### src/rtl/multicycle_ctrl.sv
// multicycle_ctrl: Moore control FSM for the multi-cycle MIPS datapath with a bounded mem_ready wait
// Ports:
//   clk, rst (async, active-low)
//   opcode, funct      IR fields used for decode and ALU op selection
//   Zero, mem_ready    ALU branch condition and memory completion handshake
//   ALUOp, ALUSrcA, ALUSrcB, ExtOp, IorD, PCSource, RegDst, MemtoReg   datapath selects
//   MemRead, MemWrite, IRWrite, PCWrite, RegWrite                      enables (0 while in reset)
//   illegal, bus_err, instr_done                                        one-cycle status pulses
module multicycle_ctrl #(
    parameter int WAIT_LIMIT = 15
) (
    input  logic       clk,
    input  logic       rst,
    input  logic [5:0] opcode,
    input  logic [5:0] funct,
    input  logic       Zero,
    input  logic       mem_ready,
    output logic [3:0] ALUOp,
    output logic       ALUSrcA,
    output logic [1:0] ALUSrcB,
    output logic       ExtOp,
    output logic       IorD,
    output logic       MemRead,
    output logic       MemWrite,
    output logic       IRWrite,
    output logic       PCWrite,
    output logic [1:0] PCSource,
    output logic       RegWrite,
    output logic       RegDst,
    output logic       MemtoReg,
    output logic       illegal,
    output logic       bus_err,
    output logic       instr_done
);
    localparam logic [3:0] OP_NOP = 4'h0;
    localparam logic [3:0] OP_ADD = 4'h1;
    localparam logic [3:0] OP_SUB = 4'h2;
    localparam logic [3:0] OP_AND = 4'h3;
    localparam logic [3:0] OP_OR  = 4'h4;
    localparam logic [3:0] OP_XOR = 4'h5;
    localparam logic [3:0] OP_NOR = 4'h6;
    localparam logic [3:0] OP_SLT = 4'h7;
    localparam logic [3:0] OP_SLL = 4'h8;
    localparam logic [3:0] OP_SRL = 4'h9;
    localparam logic [3:0] OP_BEQ = 4'hA;
    localparam logic [3:0] OP_BNE = 4'hB;

    typedef enum logic [3:0] {
        S_IF     = 4'd0,
        S_ID     = 4'd1,
        S_MEMADR = 4'd2,
        S_MEMRD  = 4'd3,
        S_WBMEM  = 4'd4,
        S_MEMWR  = 4'd5,
        S_EXR    = 4'd6,
        S_WBR    = 4'd7,
        S_EXI    = 4'd8,
        S_WBI    = 4'd9,
        S_BR     = 4'd10,
        S_JMP    = 4'd11
    } state_t;

    state_t     state, state_nx;
    logic [7:0] cnt, cnt_nx;
    logic [3:0] r_op, i_op;
    logic       r_ok, waiting, timeout;
    logic       pc_w, ir_w, mem_rd, mem_wr, reg_w, ill, berr, done;

    // R-type funct and I-type opcode to ALU operation; NOP marks undecodable
    always_comb begin
        case (funct)
            6'h20:   r_op = OP_ADD;
            6'h22:   r_op = OP_SUB;
            6'h24:   r_op = OP_AND;
            6'h25:   r_op = OP_OR;
            6'h26:   r_op = OP_XOR;
            6'h27:   r_op = OP_NOR;
            6'h2A:   r_op = OP_SLT;
            6'h00:   r_op = OP_SLL;
            6'h02:   r_op = OP_SRL;
            default: r_op = OP_NOP;
        endcase
        case (opcode)
            6'h08:   i_op = OP_ADD;
            6'h0A:   i_op = OP_SLT;
            6'h0C:   i_op = OP_AND;
            6'h0D:   i_op = OP_OR;
            default: i_op = OP_NOP;
        endcase
    end

    assign r_ok    = r_op != OP_NOP;
    assign waiting = state == S_IF || state == S_MEMRD || state == S_MEMWR;
    // the limit cycle is the one where cnt has already counted WAIT_LIMIT idle cycles
    assign timeout = waiting && !mem_ready && cnt == 8'(WAIT_LIMIT);

    always_comb begin
        state_nx = state;
        ALUOp    = OP_NOP;
        ALUSrcA  = 1'b0;
        ALUSrcB  = 2'b00;
        ExtOp    = 1'b0;
        IorD     = 1'b0;
        PCSource = 2'b00;
        RegDst   = 1'b0;
        MemtoReg = 1'b0;
        pc_w     = 1'b0;
        ir_w     = 1'b0;
        mem_rd   = 1'b0;
        mem_wr   = 1'b0;
        reg_w    = 1'b0;
        ill      = 1'b0;
        berr     = 1'b0;
        done     = 1'b0;
        case (state)
            S_IF: begin
                mem_rd   = 1'b1;
                ALUSrcB  = 2'b01;
                ALUOp    = OP_ADD;
                ir_w     = mem_ready;
                pc_w     = mem_ready;
                berr     = timeout;
                state_nx = mem_ready ? S_ID : S_IF;
            end
            S_ID: begin
                ALUSrcB = 2'b11;
                ExtOp   = 1'b1;
                ALUOp   = OP_ADD;
                case (opcode)
                    6'h00:                      state_nx = r_ok ? S_EXR : S_IF;
                    6'h23, 6'h2B:               state_nx = S_MEMADR;
                    6'h08, 6'h0C, 6'h0D, 6'h0A: state_nx = S_EXI;
                    6'h04, 6'h05:               state_nx = S_BR;
                    6'h02:                      state_nx = S_JMP;
                    default:                    state_nx = S_IF;
                endcase
                ill  = state_nx == S_IF;
                done = ill;
            end
            S_MEMADR: begin
                ALUSrcA  = 1'b1;
                ALUSrcB  = 2'b10;
                ExtOp    = 1'b1;
                ALUOp    = OP_ADD;
                state_nx = opcode == 6'h23 ? S_MEMRD : S_MEMWR;
            end
            S_MEMRD: begin
                IorD     = 1'b1;
                mem_rd   = 1'b1;
                berr     = timeout;
                done     = timeout;
                state_nx = mem_ready ? S_WBMEM : timeout ? S_IF : S_MEMRD;
            end
            S_WBMEM: begin
                reg_w    = 1'b1;
                MemtoReg = 1'b1;
                done     = 1'b1;
                state_nx = S_IF;
            end
            S_MEMWR: begin
                IorD     = 1'b1;
                mem_wr   = 1'b1;
                berr     = timeout;
                done     = mem_ready || timeout;
                state_nx = (mem_ready || timeout) ? S_IF : S_MEMWR;
            end
            S_EXR: begin
                ALUSrcA  = 1'b1;
                ALUOp    = r_op;
                state_nx = S_WBR;
            end
            S_WBR: begin
                reg_w    = 1'b1;
                RegDst   = 1'b1;
                done     = 1'b1;
                state_nx = S_IF;
            end
            S_EXI: begin
                ALUSrcA  = 1'b1;
                ALUSrcB  = 2'b10;
                ALUOp    = i_op;
                ExtOp    = opcode == 6'h08 || opcode == 6'h0A;
                state_nx = S_WBI;
            end
            S_WBI: begin
                reg_w    = 1'b1;
                done     = 1'b1;
                state_nx = S_IF;
            end
            S_BR: begin
                ALUSrcA  = 1'b1;
                ALUOp    = opcode[0] ? OP_BNE : OP_BEQ;
                PCSource = 2'b01;
                pc_w     = Zero;
                done     = 1'b1;
                state_nx = S_IF;
            end
            S_JMP: begin
                PCSource = 2'b10;
                pc_w     = 1'b1;
                done     = 1'b1;
                state_nx = S_IF;
            end
            default: state_nx = S_IF;
        endcase
    end

    // an IF timeout stays in IF, so it must restart the count explicitly
    assign cnt_nx = (state_nx != state || timeout) ? 8'd0 : waiting && !mem_ready ? cnt + 8'd1 : cnt;

    always_ff @(posedge clk or negedge rst) begin
        if (!rst) begin
            state <= S_IF;
            cnt   <= 8'd0;
        end else begin
            state <= state_nx;
            cnt   <= cnt_nx;
        end
    end

    // enables and pulses are held off for as long as reset is asserted
    assign PCWrite    = rst && pc_w;
    assign IRWrite    = rst && ir_w;
    assign MemRead    = rst && mem_rd;
    assign MemWrite   = rst && mem_wr;
    assign RegWrite   = rst && reg_w;
    assign illegal    = rst && ill;
    assign bus_err    = rst && berr;
    assign instr_done = rst && done;
endmodule

### config.mk
export PLATFORM = sky130hd
export DESIGN_NAME = multicycle_ctrl
export DESIGN_NICKNAME = d
export VERILOG_FILES = /design/src/rtl/multicycle_ctrl.sv
export SDC_FILE = /design/constraint.sdc
export NUM_CORES = 1
export LEC_CHECK = 0
export BUFFER_PORTS_ARGS = -buffer_cell sky130_fd_sc_hd__buf_4
export CAP_MARGIN = 20
export CORE_MARGIN = 4
export CORE_UTILIZATION = 53
export DETAILED_ROUTE_END_ITERATION = 10
export GPL_TIMING_DRIVEN = 0
export PLACE_DENSITY_LB_ADDON = 0.25
export SLEW_MARGIN = 25
export SYNTH_ARGS = -nofsm -noshare
export SYNTH_HDL_FRONTEND = slang
export SYNTH_SLANG_ARGS = --single-unit
### constraint.sdc
create_clock -name clk -period 2.79 [get_ports clk]
set_clock_uncertainty 0.15 [all_clocks]
set_input_delay 0.558 -clock clk [delete_from_list [all_inputs] [get_ports clk]]
set_output_delay 0.558 -clock clk [all_outputs]
set_load 0.02 [all_outputs]
==> impl_results.md, run 1 <==
- Setup Crit Path Kind: in -> out
- Max-slew violations: 0
- Diode count: 0
- Chip width: 59.9 µm
- CTS HTree Levels: 1
- DR vias: 1641
- Finished Core Util: 0.743
- RR Startpoint: state[0]
- Syn Area/Cell: 7.58 µm²
- GR Overflow Total: 0
- Leakage: 0.000769 µW
- Slew headroom: 0.605
- Initial antenna violation count: 0
- Core Region: 2520 µm²
- DP HPWL: 3.21 mm
- Worst-Margin Slew: 0.591 ns
- Most frequent cells in the layout: buf_4 (36), nand2_1 (17), a21oi_1 (15)
- Initial Utilization: 0.565
- DRT Pass-1 Iters: 5
- Most common cell after layout, fill and taps aside: buf_4
- Pwr Total: 1100 µW
- Fillers: 187
- IO Pins: 37
- Pwr per Cell Area: 587 nW/µm²
- Arr. time, crit path: 2.06 ns
- Synth warnings: 0
- Vias per std cell: 6.36
- GP Congestion: 0.888
- Max-cap violations: 0
- Status: complete, no violations
- Setup crit start kind: primary input
- Place WS: -0.0318 ns
- Clk slew on worst S/H paths: 0.08 ns
- IO buf count: 34
- Die span in y: 59.9 µm
- Nets: 247
- Standard-cell rows: 18
- Seq/Total Area, Yosys: 0.211
- Crit path time final: 2.77 ns
- Drt first-iter violations: 71
- GRT Total Usage: 0.249
- Die ar.: 3580 µm²
- Post-synth EDFFs: 0
- Distinct cells, synth: 51
- Clock latency on the worst-skew pair: 0.27 ns
- Fin crit share: 0.991
- CTS Root Cell: clkbuf_4
- Number of global-route vias before repair: 1493
- Total wire length: 4.34 mm
- WP data required: 2.08 ns
- Hold WS: 0.462 ns
- Drt drc: 0
- Final Hold Fails: 0
- Post-synthesis sequential element count: 12
- Max FO, Critical Path: 8
- CTS tree: done
- Critical Path Sink Type: output pin
- Clock sink total: 12
- Endpoints failing setup: 0
- Post-route design area: 1870 µm²
- Global-route wire length before repair: 6.89 mm
- Worst Setup Slack, final: 0.0246 ns
- WL per Instance: 16.8 µm
- Synth Net Count: 205
- Layout cells sized above 1: 0.364
- Bufs on Longest Clock Path: 2
- Antenna viol nets, final: 0
- Synthesis-to-finish area growth: 31.4%
- Mapped cell area: 1430 µm²
- FFs w/ async S/R, synth: 1.00
- CP startpoint: opcode[1]
- Min-delay worst type: reg -> reg
- Largest net degree at the start of global routing: 13
- HP Start: cnt[7]
- Area post-placement: 1720 µm²
- Max Clock Freq: 0.362 GHz
- Worst VDD drop: 0.000518 V
- Top FF cell, synth: dfrtp_1
- CTS Buf Count: 3
- Syn Inst Count: 188
metrics by stage:
step,TNS (ns),instances
after detailed placement,-0.0318,252
after CTS,0,256
final,0,258
after global placement,-0.00961,252
after global routing,-0.00666,258
after floorplan,0,188
state kept, by name, summed over array words and instances, names as in the netlist:
register  count
cnt           8
state         4
logic make-up after synthesis:
logic type / synth area share
compound gates: 0.248
fa+ha+maj: 0.00878
mux: 0.00702
flops: 0.211
buf+inv: 0.0492
xor+xnor: 0.0676
simple gates: 0.409
cells in the mapped netlist, drive strengths merged (5+ instances only):
library cell | number | area, µm²
a21oi | 17 | 85.1
nand2 | 17 | 63.8
nor2 | 14 | 52.6
nor3 | 14 | 75.1
dfrtp | 12 | 300
o21ai | 10 | 50.1
clkbuf | 8 | 30.0
nand2b | 8 | 50.1
nor4b | 8 | 114
xor2 | 7 | 61.3
inv | 5 | 18.8
nand3 | 5 | 25.0
nor2b | 5 | 31.3
repair_timing:
action | CTS | global route
hold endpoints to repair | 12 | 0
buffers inserted | 0 | 2
gates resized for setup | 7 | 27
hold buffers | 1 | 0
setup endpoints to repair | 5 | 9
pin swaps | 0 | 4
worst max-delay path, cell delays in order:
cell	delay, ns
buf_4	0.14
o21ba_2	0.22
o211a_4	0.25
or3_4	0.40
nor3_4	0.18
a311o_1	0.17
buf_6	0.13
final cells by class:
| type | count | area, µm² | share of cell area |
|---|---|---|---|
| Multi-Input combinational cell | 160 | 1140 | 0.609 |
| Sequential cell | 12 | 304 | 0.162 |
| Timing Repair Buffer | 37 | 284 | 0.152 |
| Buffer | 11 | 65.1 | 0.0347 |
| Tap cell | 30 | 37.5 | 0.0200 |
| Clock buffer | 3 | 22.5 | 0.0120 |
| Inverter | 5 | 18.8 | 0.0100 |
path summary, 6_finish.rpt:
check                              to  slack, ns  depth (start not counted)
max reg2reg                    cnt[5]       0.76                          6
max in group asynchronous    state[3]       1.35                          2
min                            cnt[7]       0.46                          2
max                        instr_done       0.02                          7
min reg2reg                    cnt[7]       0.46                          2
min in group asynchronous      cnt[6]       0.72                          2
report_power, final:
part	internal, µW	total, µW	switching [µW]
Sequential	200	244	44.1
Combinational	316	748	432
Clock	50.0	108	58.3
metal layers:
layer | wire, µm | global-route usage | vias to the layer above
li1 | - | - | 778
met1 | 1870 | 0.349 | 757
met2 | 2010 | 0.394 | 93
met3 | 346 | 0.0389 | 13
met4 | 102 | 0.0696 | 0
met5 | 0 | 0 | -
Note: power is estimated with default switching activity, not from simulation.
==> run 2: changes to the inputs <==
--- a/config.mk
+++ b/config.mk
@@ -5,13 +5,14 @@
 export SDC_FILE = /design/constraint.sdc
 export NUM_CORES = 1
 export LEC_CHECK = 0
+export ABC_AREA = 1
 export BUFFER_PORTS_ARGS = -buffer_cell sky130_fd_sc_hd__buf_4
 export CAP_MARGIN = 20
 export CORE_MARGIN = 4
-export CORE_UTILIZATION = 53
+export CORE_UTILIZATION = 51
 export DETAILED_ROUTE_END_ITERATION = 10
 export GPL_TIMING_DRIVEN = 0
-export PLACE_DENSITY_LB_ADDON = 0.25
+export PLACE_DENSITY = 0.79
 export SLEW_MARGIN = 25
 export SYNTH_ARGS = -nofsm -noshare
 export SYNTH_HDL_FRONTEND = slang
==> impl_results.md, run 2 <==
- Combinational Power Share: 0.594 (-0.086)
- Clock sink total: 12 (unchanged)
- Die ar.: 3260 µm² (-9.0%)
- Antenna viol nets, final: 0 (unchanged)
- Post-synth EDFFs: 0 (unchanged)
- Syn Inst Count: 197 (+4.8%)
- Switch share: 0.478 (-0.00728)
- GRT Total Usage: 0.209 (-0.0404)
- Setup Crit Path Kind: reg -> out
- Crit path time final: 2.72 ns (-0.0483 ns)
- Core Region: 2250 µm² (-11%)
- Worst Setup Slack, final: 0.0728 ns (+0.0483 ns)
- Setup crit start kind: flip-flop
- Footprint of the multi-input gates: 831 µm² (-27%)
- Nets: 256 (+3.6%)
- Place WS: 0.0905 ns (+0.122 ns)
- Synth Net Count: 214 (+4.4%)
- Fillers: 206 (+10%)
- CTS tree: done
- Initial antenna violation count: 0 (unchanged)
- Top FF cell, synth: dfrtp_1
- Worst-path cell chain: inv_2 > nor2_2 > inv_2 > nor2_1 > nor2_1 > o31ai_1 > nor3_1 > a21oi_1 > or2_2 > buf_4
- Clk pwr share: 0.150 (+0.052)
- Setup TNS: 0 ns (unchanged)
- Die span in y: 57.1 µm (-4.6%)
- Most frequent cell after synthesis: nor2_1
- Bufs on Longest Clock Path: 2 (unchanged)
- Top post-synthesis cells by area: dfrtp_1 (24%), nor2_1 (12%), nand2_1 (11%), inv_1 (8.2%), nand3_1 (7.3%)
- Max-cap violations: 0 (unchanged)
- Register area: 304 µm² (unchanged)
- Leading area contributor after synthesis: dfrtp_1
- Post-synthesis sequential element count: 12 (unchanged)
- Layout cells sized above 1: 0.311 (-0.0531)
- Most instantiated cells after synthesis: nor2_1 (39), nand2_1 (36), inv_1 (27)
- Slew headroom: 0.729 (+0.125)
- Setup crit end: instr_done
- Mux cell area share after synthesis: 0 (-0.00702)
- Critical Path Slowest Stage Cell: dfrtp_2
- Post-CTS Setup Bufs: 0 (unchanged)
- Worst-Margin Slew: 0.405 ns (-0.187 ns)
- Drt first-iter violations: 64 (-9.9%)
- Post-Synth Adder-Cell Area: 0.0102 (+0.00139)
- Delay-heaviest family, CP: simple AND/OR/NAND/NOR gates
- Cell depth of the worst setup path: 10 (+3)
- Max-slew violations: 0 (unchanged)
- Pwr per Cell Area: 587 nW/µm² (-0.13%)
- Synth warnings: 0 (unchanged)
- Number of global-route vias before repair: 1298 (-13%)
- Crit path buffers/inverters: 3 (+1)
- Drt drc: 0 (unchanged)
- Most flops, register: cnt
- Reg-to-reg endpoint: cnt[1]
- Standard-cell rows: 17 (-1)
- Max FO, Critical Path: 5 (-3)
- P_int: 492 µW (-13%)
- Initial Utilization: 0.546 (-0.0195)
- Status: complete, no violations
- Clock latency on the worst-skew pair: 0.28 ns (about the same)
- Largest regs: cnt: 8 flops, state: 4 flops
- CTS Root Cell: clkbuf_4
- GR Overflow Total: 0 (unchanged)
- CP startpoint: state[2]
- Vias per std cell: 5.35 (-16%)
- Most frequent cells in the layout: nor2_1 (37), nand2_1 (35), buf_4 (35)
- Diode count: 0 (unchanged)
- Chip width: 57.1 µm (-4.6%)
- Combinational family with the most area after synthesis: simple AND/OR/NAND/NOR gates
- Syn Area/Cell: 6.24 µm² (-18%)
- Clk slew on worst S/H paths: 0.09 ns (about the same)
- Min-delay worst type: reg -> reg
- CTS Buf Count: 3 (unchanged)
- Psw: 451 µW (-16%)
- Max reg flops: 8 (unchanged)
- Worst VDD drop: 0.000394 V (-24%)
- Synthesis-to-finish area growth: 30.6%
- Distinct cells, synth: 32 (-37%)
- DR vias: 1423 (-13%)
- IO buf count: 36 (+5.9%)
- CTS HTree Levels: 1 (unchanged)
- FFs w/ async S/R, synth: 1.00 (unchanged)
- Endpoints failing setup: 0 (unchanged)
- Leakage: 0.000900 µW (+17%)
- Fin crit share: 0.974 (-0.0173)
- Most common cell after layout, fill and taps aside: nor2_1
- Reg2reg path depth: 11 (+5)
- RSZ-0062 raised after global routing: false
- Final Hold Fails: 0 (unchanged)
- Largest net degree at the start of global routing: 16 (+3)
- Flop2flop setup slack: 0.86 ns (+0.10 ns)
- RR Startpoint: state[3]
- WP data required: 2.08 ns (about the same)
- Flop pwr share: 0.256 (+0.034)
- Max Clock Freq: 0.368 GHz (+1.8%)
- Total wire length: 3.24 mm (-25%)
- WL per Instance: 12.2 µm (-27%)
- Seq/Total Area, Yosys: 0.244 (+0.0334)
- DP HPWL: 2.57 mm (-20%)
- Post-synth top area share: 0.244 (+0.0334)
- Arr. time, crit path: 2.01 ns (-0.05 ns)
- XOR/XNOR Fraction of Synth Area: 0.0427 (-0.0249)
- Global-route wire length before repair: 5.51 mm (-20%)
- Simple-gate share of the synthesized area: 0.514 (+0.105)
- Critical Path Sink Type: output pin
- GP Congestion: 0.886 (-0.29%)
- Compound-Gate Fraction of Synth Area: 0.0946 (-0.153)
- IO Pins: 37 (unchanged)
- CP peak stage delay: 0.46 ns (+0.06 ns)
- DRT Pass-1 Iters: 4 (-1)
- Mapped cell area: 1230 µm² (-14%)
==> run 2: cell types whose count changed after synthesis, sizes merged, moves of 5 or more <==
cell | previous run | this run
clkbuf | 8 | 0
a21oi | 17 | 6
nand2 | 17 | 41
nor4b | 8 | 0
nor2 | 14 | 47
inv | 5 | 31
nand4 | 2 | 7
nand2b | 8 | 0
nor2b | 5 | 0
nand3 | 5 | 23
nor3 | 14 | 4
==> run 2: worst min path at each step <==
stage / start / to / slack, ns / cells after the start
6_report: cnt[0] / cnt[0] / 0.32 / 1
5_1_grt: cnt[0] / cnt[0] / 0.34 / 1
4_1_cts: cnt[0] / cnt[0] / 0.32 / 1
3_5_place_dp: rst / state[0] / 0.27 / 1
3_3_place_gp: rst / state[1] / 0.26 / 1
2_1_floorplan: rst / cnt[0] / 0.11 / 0
==> run 2: power by group through the flow <==
stage	clock, µW	sequential, µW	combinational, µW
6_report	141	241	560
3_3_place_gp	0	238	539
5_1_grt	152	246	621
4_1_cts	145	235	552
3_5_place_dp	0	239	547
2_1_floorplan	0	233	376
==> run 2: layout make-up <==
type                       count  share of cell area
multi-input combinational    154               0.517
tap                           28              0.0218
inverter                      31              0.0724
sequential                    12               0.189
clock buffer                   4              0.0226
timing repair buffer          37               0.177
==> run 2: routing by layer <==
layer,up-vias,track usage,wire (µm)
met3,4,0.0520,167
met1,662,0.267,1400
met5,-,0,0
met4,0,0.0331,17
met2,35,0.362,1660
li1,722,-,-
==> run 2: cell families after synthesis <==
logic type | count (synthesis)
simple gates | 128
flops | 12
xor+xnor | 6
fa+ha+maj | 1
buf+inv | 31
compound gates | 19
==> run 2: metrics by stage <==
stage | util | cells | power, µW | hold WS, ns | cell area, µm²
floorplan | - | 197 | 609 | 0.112 | 1230
CTS | 0.701 | 266 | 932 | 0.317 | 1580
finish | 0.713 | 266 | 943 | 0.316 | 1610
detailed placement | 0.681 | 261 | 786 | 0.266 | 1540
global placement | 0.681 | 261 | 777 | 0.264 | 1540
global route | 0.713 | 266 | 1020 | 0.338 | 1610
==> run 2: timing repair <==
item / in CTS / in global routing
gates resized for setup: 0 / 9
hold buffers: 1 / 0
endpoints found under the hold margin: 12 / 0
setup endpoints to repair: 0 / 2
